--- config.mk ---
export PLATFORM = sky130hd
export DESIGN_NAME = multicycle_control_unit
export DESIGN_NICKNAME = d
export VERILOG_FILES = /design/src/rtl/multicycle_control_unit.sv
export SDC_FILE = /design/constraint.sdc
export NUM_CORES = 1
export LEC_CHECK = 0
export CORE_UTILIZATION = 30
export DETAILED_ROUTE_END_ITERATION = 7
export MAX_ROUTING_LAYER = met4
export REMOVE_ABC_BUFFERS = 1
export SETUP_SLACK_MARGIN = 0.5
export SYNTH_ARGS = -nofsm -noshare
export SYNTH_HDL_FRONTEND = slang
export SYNTH_SLANG_ARGS = --single-unit
--- constraint.sdc ---
create_clock -name clk -period 1.6 [get_ports clk]
set_input_delay 0.32 -clock clk [delete_from_list [all_inputs] [get_ports clk]]
set_output_delay 0.32 -clock clk [all_outputs]
set_load 0.03 [all_outputs]
--- src/rtl/multicycle_control_unit.sv ---
// Multi-cycle control FSM for the Antares-R2 datapath: fetch/decode/exec/mem/wb sequencing with trap.
// Define CTRL_MULDIV_EN to build MUL/DIV/MFHI support (MULDIV state + latency counter).
module multicycle_control_unit #(
  parameter int unsigned MUL_CYCLES = 4,
  parameter int unsigned DIV_CYCLES = 32
) (
  input  logic       clk,
  input  logic       reset,
  input  logic       instr_valid,
  input  logic [5:0] opcode,
  input  logic       mem_ready,
  output logic       pc_write,
  output logic       ir_write,
  output logic [1:0] branch,
  output logic       jump,
  output logic       link,
  output logic       regDst,
  output logic       aluSrc,
  output logic       memRead,
  output logic       memWrite,
  output logic       memToReg,
  output logic       regWrite,
  output logic       hiToReg,
  output logic       hiLoWrite,
  output logic       muldiv_start,
  output logic       muldiv_op,
  output logic       busy,
  output logic       illegal,
  output logic [2:0] state
);

  if (MUL_CYCLES < 1 || DIV_CYCLES < 1) begin : g_bad_cfg
    $error("multicycle_control_unit: MUL_CYCLES and DIV_CYCLES must be >= 1");
  end

  typedef enum logic [2:0] {
    FETCH  = 3'd0,
    DECODE = 3'd1,
    EXEC   = 3'd2,
    MEM    = 3'd3,
    WB     = 3'd4,
    MULDIV = 3'd5,
    TRAP   = 3'd6
  } state_t;

  state_t     state_q, state_d;
  logic [5:0] op_q, op_d;

  logic is_rtype, is_j, is_jal, is_beq, is_bne, is_imm, is_load, is_store, base_legal;
  assign is_rtype   = (op_q == 6'b000000);
  assign is_j       = (op_q == 6'b000010);
  assign is_jal     = (op_q == 6'b000011);
  assign is_beq     = (op_q == 6'b000100);
  assign is_bne     = (op_q == 6'b000101);
  assign is_imm     = (op_q[5:3] == 3'b001);
  assign is_load    = (op_q[5:3] == 3'b100);
  assign is_store   = (op_q[5:3] == 3'b101);
  assign base_legal = is_rtype | is_j | is_jal | is_beq | is_bne | is_imm | is_load | is_store;

`ifdef CTRL_MULDIV_EN
  localparam int unsigned MAXC = (MUL_CYCLES > DIV_CYCLES) ? MUL_CYCLES : DIV_CYCLES;
  localparam int unsigned CW   = (MAXC > 1) ? $clog2(MAXC) : 1;
  localparam logic [CW-1:0] MUL_LOAD = CW'(MUL_CYCLES - 1);
  localparam logic [CW-1:0] DIV_LOAD = CW'(DIV_CYCLES - 1);

  logic          is_mfhi, is_div, is_mul;
  logic [CW-1:0] cnt_q, cnt_d;
  logic          first_q, first_d;
  assign is_mfhi = (op_q == 6'b010000);
  assign is_div  = (op_q == 6'b011010);
  assign is_mul  = (op_q == 6'b011100);
`endif

  always_ff @(posedge clk) begin
    if (reset) begin
      state_q <= FETCH;
      op_q    <= '0;
`ifdef CTRL_MULDIV_EN
      cnt_q   <= '0;
      first_q <= 1'b0;
`endif
    end else begin
      state_q <= state_d;
      op_q    <= op_d;
`ifdef CTRL_MULDIV_EN
      cnt_q   <= cnt_d;
      first_q <= first_d;
`endif
    end
  end

  always_comb begin
    state_d      = state_q;
    op_d         = op_q;
`ifdef CTRL_MULDIV_EN
    cnt_d        = cnt_q;
    first_d      = 1'b0;
`endif
    pc_write     = 1'b0;
    ir_write     = 1'b0;
    branch       = 2'b00;
    jump         = 1'b0;
    link         = 1'b0;
    regDst       = 1'b0;
    aluSrc       = 1'b0;
    memRead      = 1'b0;
    memWrite     = 1'b0;
    memToReg     = 1'b0;
    regWrite     = 1'b0;
    hiToReg      = 1'b0;
    hiLoWrite    = 1'b0;
    muldiv_start = 1'b0;
    muldiv_op    = 1'b0;
    illegal      = 1'b0;
    busy         = (state_q != FETCH);
    state        = state_q;

    case (state_q)
      FETCH: begin
        pc_write = instr_valid;
        ir_write = instr_valid;
        if (instr_valid) begin
          op_d    = opcode;
          state_d = DECODE;
        end
      end
      DECODE: begin
        if (base_legal) state_d = EXEC;
`ifdef CTRL_MULDIV_EN
        else if (is_mul || is_div) begin
          state_d = MULDIV;
          cnt_d   = is_div ? DIV_LOAD : MUL_LOAD;
          first_d = 1'b1;
        end
        else if (is_mfhi) state_d = WB;
`endif
        else state_d = TRAP;
      end
      EXEC: begin
        state_d = FETCH;
        if (is_rtype) begin
          regDst  = 1'b1;
          state_d = WB;
        end else if (is_imm) begin
          aluSrc  = 1'b1;
          state_d = WB;
        end else if (is_load || is_store) begin
          aluSrc  = 1'b1;
          state_d = MEM;
        end else if (is_beq) begin
          branch = 2'b01;
        end else if (is_bne) begin
          branch = 2'b10;
        end else if (is_j || is_jal) begin
          jump     = 1'b1;
          pc_write = 1'b1;
          link     = is_jal;
          regWrite = is_jal;
        end
      end
      MEM: begin
        memRead  = is_load;
        memWrite = is_store;
        if (mem_ready) state_d = is_load ? WB : FETCH;
      end
      WB: begin
        regWrite = 1'b1;
        memToReg = is_load;
`ifdef CTRL_MULDIV_EN
        hiToReg  = is_mfhi;
        regDst   = is_rtype | is_mfhi;
`else
        regDst   = is_rtype;
`endif
        state_d  = FETCH;
      end
`ifdef CTRL_MULDIV_EN
      MULDIV: begin
        muldiv_start = first_q;
        muldiv_op    = is_div;
        if (cnt_q == '0) begin
          hiLoWrite = 1'b1;
          state_d   = FETCH;
        end else begin
          cnt_d = cnt_q - 1'b1;
        end
      end
`endif
      TRAP: illegal = 1'b1;
      default: state_d = FETCH;
    endcase

    // Reset masks every output, including the Mealy fetch strobes.
    if (reset) begin
      pc_write     = 1'b0;
      ir_write     = 1'b0;
      branch       = 2'b00;
      jump         = 1'b0;
      link         = 1'b0;
      regDst       = 1'b0;
      aluSrc       = 1'b0;
      memRead      = 1'b0;
      memWrite     = 1'b0;
      memToReg     = 1'b0;
      regWrite     = 1'b0;
      hiToReg      = 1'b0;
      hiLoWrite    = 1'b0;
      muldiv_start = 1'b0;
      muldiv_op    = 1'b0;
      illegal      = 1'b0;
      busy         = 1'b0;
      state        = '0;
    end
  end

endmodule
# After elaboration in Yosys (flattened, before gate mapping)
# Index checks and enable logic that the tools add are counted.
# word_totals
regBits	9
in_bits	10
output_inout_bits	21
wordCells	86
# op_classes
n_eq_ne	14
n_mux	55
bitwise	8
n_reduce_logical	7
# ops
cell	count
$mux W1	36
$mux W3	7
$mux W2	8
$pmux W3 S5	1
$eq A3 B3 Y1 const B	4
$eq A6 B2 Y1 const B	2
$eq A6 B3 Y1 const B	2
$or A1 B1 Y1	7
$eq A3 B1 Y1 const B	2
$eq A3 B2 Y1 const B	2
$logic_not A6 Y1	1
$pmux W1 S2	3
$ne A2 B2 Y1 const B	2
$logic_not A3 Y1	1
$reduce_and A3 Y1	1
$reduce_bool A3 Y1	1
$logic_or A1 B1 Y1	2
$reduce_and A2 Y1	1
$not A1 Y1	1

# Longest topological paths before layout
# Gate-level depths: netlist of the first run.
# logic_depth
ltp_word	10
depth_mapped	5

# Least setup slack after synthesis of the first run
# No wires, ideal clock.
# synth_path
path_type	register to output
start	register state_q[1]
end	output port memWrite
arrival_time_ns	1.727
t_required_ns	1.280
slack_ns	-0.447
path_stages_with_launch	5
path_buffers	1
path_cell_list	dfxtp_1 -> buf_6 -> nor2b_4 -> nand2_2 -> nor4b_1
# synth_between
elab_chain_len	3
# synth_lines
element	line	text
from (decl)	46	state_t state_q, state_d;
from (signal assigned)	83	state_q <= state_d;
$eq A3 B2 Y1	118	case (state_q)
$mux W1	118	
$mux W1	194	if (reset) begin
to (decl)	20	output logic memWrite,
# Every way passes these cells.

# Worst setup path after layout of the first run
# layout_path
start	register op_q[4]
end	output port pc_write
# layout_between
elab_chain_len	10
elab_cells_between_ends	18
cone_classes	eq/ne (7); mux (8); reduce/logical (3)
# layout_lines
element	line	text
from (decl)	47	logic [5:0] op_q, op_d;
from (signal assigned)	84	op_q <= op_d;
$eq A6 B2 Y1 (on tied branches)	51, 52	
$logic_or A1 B1 Y1	154	end else if (is_j || is_jal) begin
$mux W1	154	
$mux W1	152	end else if (is_bne) begin
$mux W1	150	end else if (is_beq) begin
$mux W1	147	end else if (is_load || is_store) begin
$mux W1	144	end else if (is_imm) begin
$mux W1 *	141	if (is_rtype) begin
$pmux W1 S2 *	118	
$mux W1 *	194	
to (decl)	12	output logic pc_write,
# Every way passes the cells marked *; elsewhere a longest branch is shown, timed or not.

==> results of run 1 <==
-- state kept, by name, summed over array words and instances (netlist names) --
register / cells
state_q: 3
op_q: 6
-- area by class of cell --
type                       instances  area [um2]
fill                             153         646
sequential                         9         198
inverter                           4        17.5
timing repair buffer              67         656
clock buffer                       4        26.3
tap                               28        35.0
multi-input combinational         76         677
-- Yosys cell counts, types with 2 or more instances --
| master | n |
|---|---|
| dfxtp_1 | 9 |
| a21oi_1 | 11 |
| inv_1 | 3 |
| buf_4 | 5 |
| nor3_1 | 3 |
| nand2_1 | 7 |
| nor2_1 | 10 |
| nor3_2 | 2 |
| nand3_1 | 8 |
| buf_2 | 3 |
| nor2b_1 | 2 |
| nand2_2 | 2 |
| o21ai_0 | 3 |
-- final timing paths --
kind	from	end	cells after the start
worst max-delay path	op_q[4]	pc_write	5
worst min-delay path	op_q[5]	op_q[5]	2
worst max register to register	state_q[2]	op_q[4]	9
worst min register to register	op_q[5]	op_q[5]	2
-- through the flow --
step	worst slack [ns]	hold WS, ns	cells	utilization, %	total power, mW
finish	-0.325	0.504	188	71.4	0.921
global route	-0.419	0.519	188	71.4	0.965
CTS	-0.233	0.497	184	63.0	0.823
detailed placement	-0.250	0.493	165	49.2	0.545
floorplan	-0.613	0.382	89	-	0.403
global placement	-0.229	0.491	165	49.2	0.543
-- kinds of logic (layout without fill, tap and decap cells) --
family                 Yosys count  after routing
multiplexers                     1              1
other                            1              4
AND/OR/NAND/NOR                 49             49
buffers and inverters           14             75
flip-flops                       9              9
AO/OA/AOI/OAI                   22             22
-- power by group through the flow --
stage / clock network (mW) / registers (mW) / logic [mW]
3_3_place_gp: 0 / 0.259 / 0.284
5_1_grt: 0.203 / 0.263 / 0.498
3_5_place_dp: 0 / 0.259 / 0.285
2_1_floorplan: 0 / 0.273 / 0.130
6_report: 0.186 / 0.262 / 0.473
4_1_cts: 0.187 / 0.260 / 0.376
-- layer usage --
layer | up-vias | track usage [%] | routed length (um)
met4 | 0 | 15.3 | 144
li1 | 457 | - | -
met5 | - | - | 0
met1 | 468 | 25.4 | 1170
met2 | 41 | 40.5 | 1560
met3 | 14 | 3.27 | 133
-- critical path, delay by kind of cell (launching register included) --
family	cells	cell delay, ns
muxes	1	0.12
buffers and inverters	1	0.22
DFF	1	0.36
and+or+nand+nor	3	0.64
-- placed cells by master (no fill, tap or decap), types with 3 or more instances in the layout --
cell type / n
a21oi_1: 6
a21oi_2: 5
buf_4: 32
buf_6: 23
clkbuf_4: 3
clkdlybuf4s50_1: 8
conb_1: 4
dfxtp_1: 3
dfxtp_4: 4
nand2_4: 6
nand3_1: 6
nor2_1: 5
nor2_4: 5
nor3_4: 3
o21ai_0: 3
-- timing repair --
item,4_1_cts,5_1_grt
hold endpoints to repair,0,0
endpoints found under the setup margin,26,26
buffers inserted,14,4
pin swaps,15,13
gates resized for setup,46,37
gates cloned,1,0
==> results.toml, run 1 <==
[floorplan]
core_area_um2 = 2250
start_util_pct = 32.6
die_area_um2 = 2650
die_y_um = 51.5
ios = 31
placementRows = 17
dieWidth_um = 51.5

[synth]
synth_xor_area_share_pct = 0
synth.area.top_cells = "dfxtp_1, a21oi_1, nand3_1, buf_4, nor2_1"
yosys.area_share.adder_pct = 0
yosysWarnings = 0
yosys.area.top_type_share_pct = 24.5
synth-main-ff-cell = "dfxtp_1"
yosysTopAreaCell = "dfxtp_1"
synth_mux_area_share_pct = 1.36
synth-simple-area-share_pct = 41.2
syn_inst = 96
ys_types = 41
avgSynthCellArea_um2 = 7.65
synth_top_family_by_area = "simple AND/OR/NAND/NOR gates"
synth_compound_area_share_pct = 21.1
yosysSeqAreaShare_pct = 24.5
synth_edf_count = 0
ys_seq_elements = 9
netlist_area_um2 = 734
async_flop_share_pct = 0

[critical_path]
crit_type = "flip-flop to output pin"
cp.arrival_ns = 1.61
end_kind = "output pin"
critical_path_required_ns = 1.28
start_kind = "flip-flop"
path_cells = "nor3_4 > and3b_2 > mux2i_1 > nor4_2 > buf_4"
max_stage_delay_ns = 0.36
slowest_stage = "dfxtp_4"
worstPathMaxFanout = 5
r2r_slack_ns = 0.02

[clocking]
clockBufferDepth = 2
cts_tree = "built"
worstSkewPairLatency_ns = 0.27
htree_levels = 1
cts_buffers = 3
ctsHoldBuffers = 0
cts.clk_slew.worst_paths_ns = 0.06
clkSinkCount = 9
root_buffer = "clkbuf_4"

[place]
io_buffers = 26
dp_hpwl_um = 1550
gp_congestion = 0.831
place_area_um2 = 1110

[global_routing]
grt-ovfl-total = 0
grt_pass1_wl_um = 4310
grt_pass1_vias = 912
grt_max_degree = 12
grt_antenna_before_repair = 0
grt_usage_pct = 23.7

[power]
p_comb_share_pct = 51.4
pwr-share-clk_pct = 20.2
p_leak_nw = 0.685
p_sw_share_pct = 37.2
ir_drop_v = 0.000402
p_switching_uw = 343
p_int_uw = 578
p_per_area_nw_per_um2 = 572
seq_power_share_pct = 28.4

[run]
maxCapViolations = 0

[routing]
drtIter0Drc = 14
vias = 980
drc_errors = 0
routed_wl_um = 3000
first_pass_iters = 4
post_drt_wl_per_cell_um = 16.0
vias_per_cell = 5.21
antenna_left = 0

[timing]
fin_crit_ns = 1.93
setup_tns_ns = -2.12
slew_violations = 0
finalSetupViolCount = 13
hold_viol_final = 0
period_share_pct = 120
skew_ns = 0.00143
max_freq_mhz = 519
rsz0062_at_grt = "yes"
setup_slack_ns = -0.325

[outcome]
violations = "negative setup slack"
status = "finished, violations left"

[finish]
nets = 171
fin_area_um2 = 1610
drive_gt1_share_pct = 68.1
antenna_cells = 0
area_delta_synth_final_pct = 119

[min_path]
hold_path_class = "flip-flop to flip-flop"
No activity file was read; power rests on OpenSTA's default activity.
==> run 2, diff against run 1 <==
--- a/config.mk
+++ b/config.mk
@@ -5,7 +5,9 @@
 export SDC_FILE = /design/constraint.sdc
 export NUM_CORES = 1
 export LEC_CHECK = 0
+export CORE_MARGIN = 3
 export CORE_UTILIZATION = 30
+export CTS_CLUSTER_SIZE = 25
 export DETAILED_ROUTE_END_ITERATION = 7
 export MAX_ROUTING_LAYER = met4
 export REMOVE_ABC_BUFFERS = 1
==> run 2 against run 1 <==
  * Power increased by 5.2%
  * Flip-flop and latch count did not move
  * Clock power up 5%
  * Die area up 16%
  * Sequential power hardly changed
  * Highest routed layer unchanged
  * Core utilization increased by 5.8 points
  * The flow still finishes with violations (negative setup slack)
  * Global-route usage is 4.4 points lower
  * Largest cell class is now buffers
  * Register-to-register slack improved by 0.15 ns
  * Via count grew 8.7%
  * Count of clock-buffer cells in the layout stayed put
  * Wire length increased by 15%
  * Final cell count increased by 5.9%
==> results.toml, run 2 (synthesis results as in run 1) <==
[routing]
antenna_left = 0
routed_wl_um = 3430
first_pass_iters = 4
drtIter0Drc = 15
post_drt_wl_per_cell_um = 17.3
vias_per_cell = 5.35
drc_errors = 0
vias = 1065

[outcome]
violations = "negative setup slack"
status = "finished, violations left"

[global_routing]
grt_usage_pct = 19.3
grt_max_degree = 10
grt_pass1_wl_um = 4530
grt_antenna_before_repair = 0
grt_pass1_vias = 1025
grt-ovfl-total = 0

[power]
p_comb_share_pct = 52.8
p_switching_uw = 367
ir_drop_v = 0.000511
pwr-share-clk_pct = 20.1
finalPower_uw = 969
p_per_area_nw_per_um2 = 552
p_leak_nw = 0.734
p_sw_share_pct = 37.9
p_int_uw = 602
seq_power_share_pct = 27.1

[timing]
slew_violations = 0
period_share_pct = 121
hold_viol_final = 0
finalSetupViolCount = 14
rsz0062_at_grt = "yes"
max_freq_mhz = 516
setup_slack_ns = -0.339
fin_crit_ns = 1.94
skew_ns = 0.00562

[finish]
final_common_cell = "buf_4"
final-seq-area_um2 = 195
largest_registers = "op_q: 6 flops, state_q: 3 flops"
largest_reg_flops = 6
multi_input_area_um2 = 727
drive_gt1_share_pct = 75.4
fillers = 145
area_delta_synth_final_pct = 139
mostFrequentLayoutCells = "buf_4, buf_6, clkdlybuf4s50_1"
antenna_cells = 0
nets = 182
top_register = "op_q"

[critical_path]
reg2reg_from = "op_q[5]"
start_kind = "flip-flop"
crit_type = "flip-flop to output pin"
r2r_end = "state_q[2]"
worstPathMaxFanout = 4
r2r_slack_ns = 0.17
critical_path_required_ns = 1.28
worst_r2r_path_depth = 6
end_kind = "output pin"
cp.arrival_ns = 1.62

[clocking]
worstSkewPairLatency_ns = 0.28
cts_tree = "built"
htree_levels = 1
clockBufferDepth = 2
root_buffer = "clkbuf_4"
cts_buffers = 3
cts.clk_slew.worst_paths_ns = 0.07
ctsHoldBuffers = 0
clkSinkCount = 9

[floorplan]
dieWidth_um = 55.5
die_y_um = 55.5
die_area_um2 = 3080
ios = 31
start_util_pct = 32.3
core_area_um2 = 2280
placementRows = 17

[place]
io_buffers = 26
dpl_worst_slack_ns = -0.297
gp_congestion = 0.839
dp_hpwl_um = 1680

[min_path]
holdPathStages = 3
hold_path_class = "input port to flip-flop"
min_to = "op_q[3]"
hold_path_startpoint = "reset"

[run]
maxCapViolations = 0
## run 2: cell types whose count changed in the layout (fill, tap and decap cells not counted), sizes merged
cell,before,now
buf,58,70
dlygate4sd2,1,0
## run 2: final cells by class
type / count / area share, %
tap: 28 / 1.99
sequential: 9 / 11.1
multi-input combinational: 76 / 41.4
clock buffer: 4 / 1.50
timing repair buffer: 78 / 42.9
inverter: 4 / 1.14
## run 2: worst max-delay path: stages, from the launching register on
cell	delay, ns
dfxtp_2	0.35
buf_4	0.11
buf_6	0.11
nand2b_4	0.06
or3_4	0.37
nor3_4	0.17
buf_6	0.16
## run 2: worst max path at each step
| stage | start | slack [ns] | endpoint | cells past startpoint |
|---|---|---|---|---|
| after detailed placement | reset | -0.30 | branch[0] | 6 |
| after floorplan | state_q[1] | -0.61 | memWrite | 3 |
| after global routing | op_q[5] | -0.41 | pc_write | 5 |
| after global placement | reset | -0.27 | branch[1] | 6 |
| final | op_q[5] | -0.34 | memToReg | 6 |
| after CTS | op_q[4] | -0.30 | pc_write | 5 |
## run 2: power by group through the flow
stage          clock network (mW)  logic, mW  registers, mW
2_1_floorplan                   0      0.130          0.273
3_3_place_gp                    0      0.286          0.259
3_5_place_dp                    0      0.289          0.259
4_1_cts                     0.187      0.412          0.259
5_1_grt                     0.203      0.537          0.263
6_report                    0.195      0.512          0.262
## run 2: what timing repair did
action / in CTS / in global routing
resized for setup: 72 / 31
setup buffers: 16 / 11
setup endpoints to repair: 26 / 26
pin swaps: 15 / 21
## run 2: routing by layer
metal	global-route usage [%]	up-vias	part of all wire, %
li1	-	485	-
met1	19.2	519	36
met2	32.9	45	53
met3	5.37	16	5.2
met4	12.2	0	5.3
met5	-	-	0
## run 2: metrics by stage
step	hold slack (ns)	utilization (%)	cell area, um2	setup TNS (ns)	std cells
after detailed placement	0.507	49.1	1120	-2.82	168
after global routing	0.391	77.2	1760	-3.71	199
final	0.382	77.2	1760	-2.86	199
after global placement	0.499	49.1	1120	-2.54	168
after floorplan	0.382	-	678	-1.62	89
after CTS	0.373	67.6	1540	-2.28	188
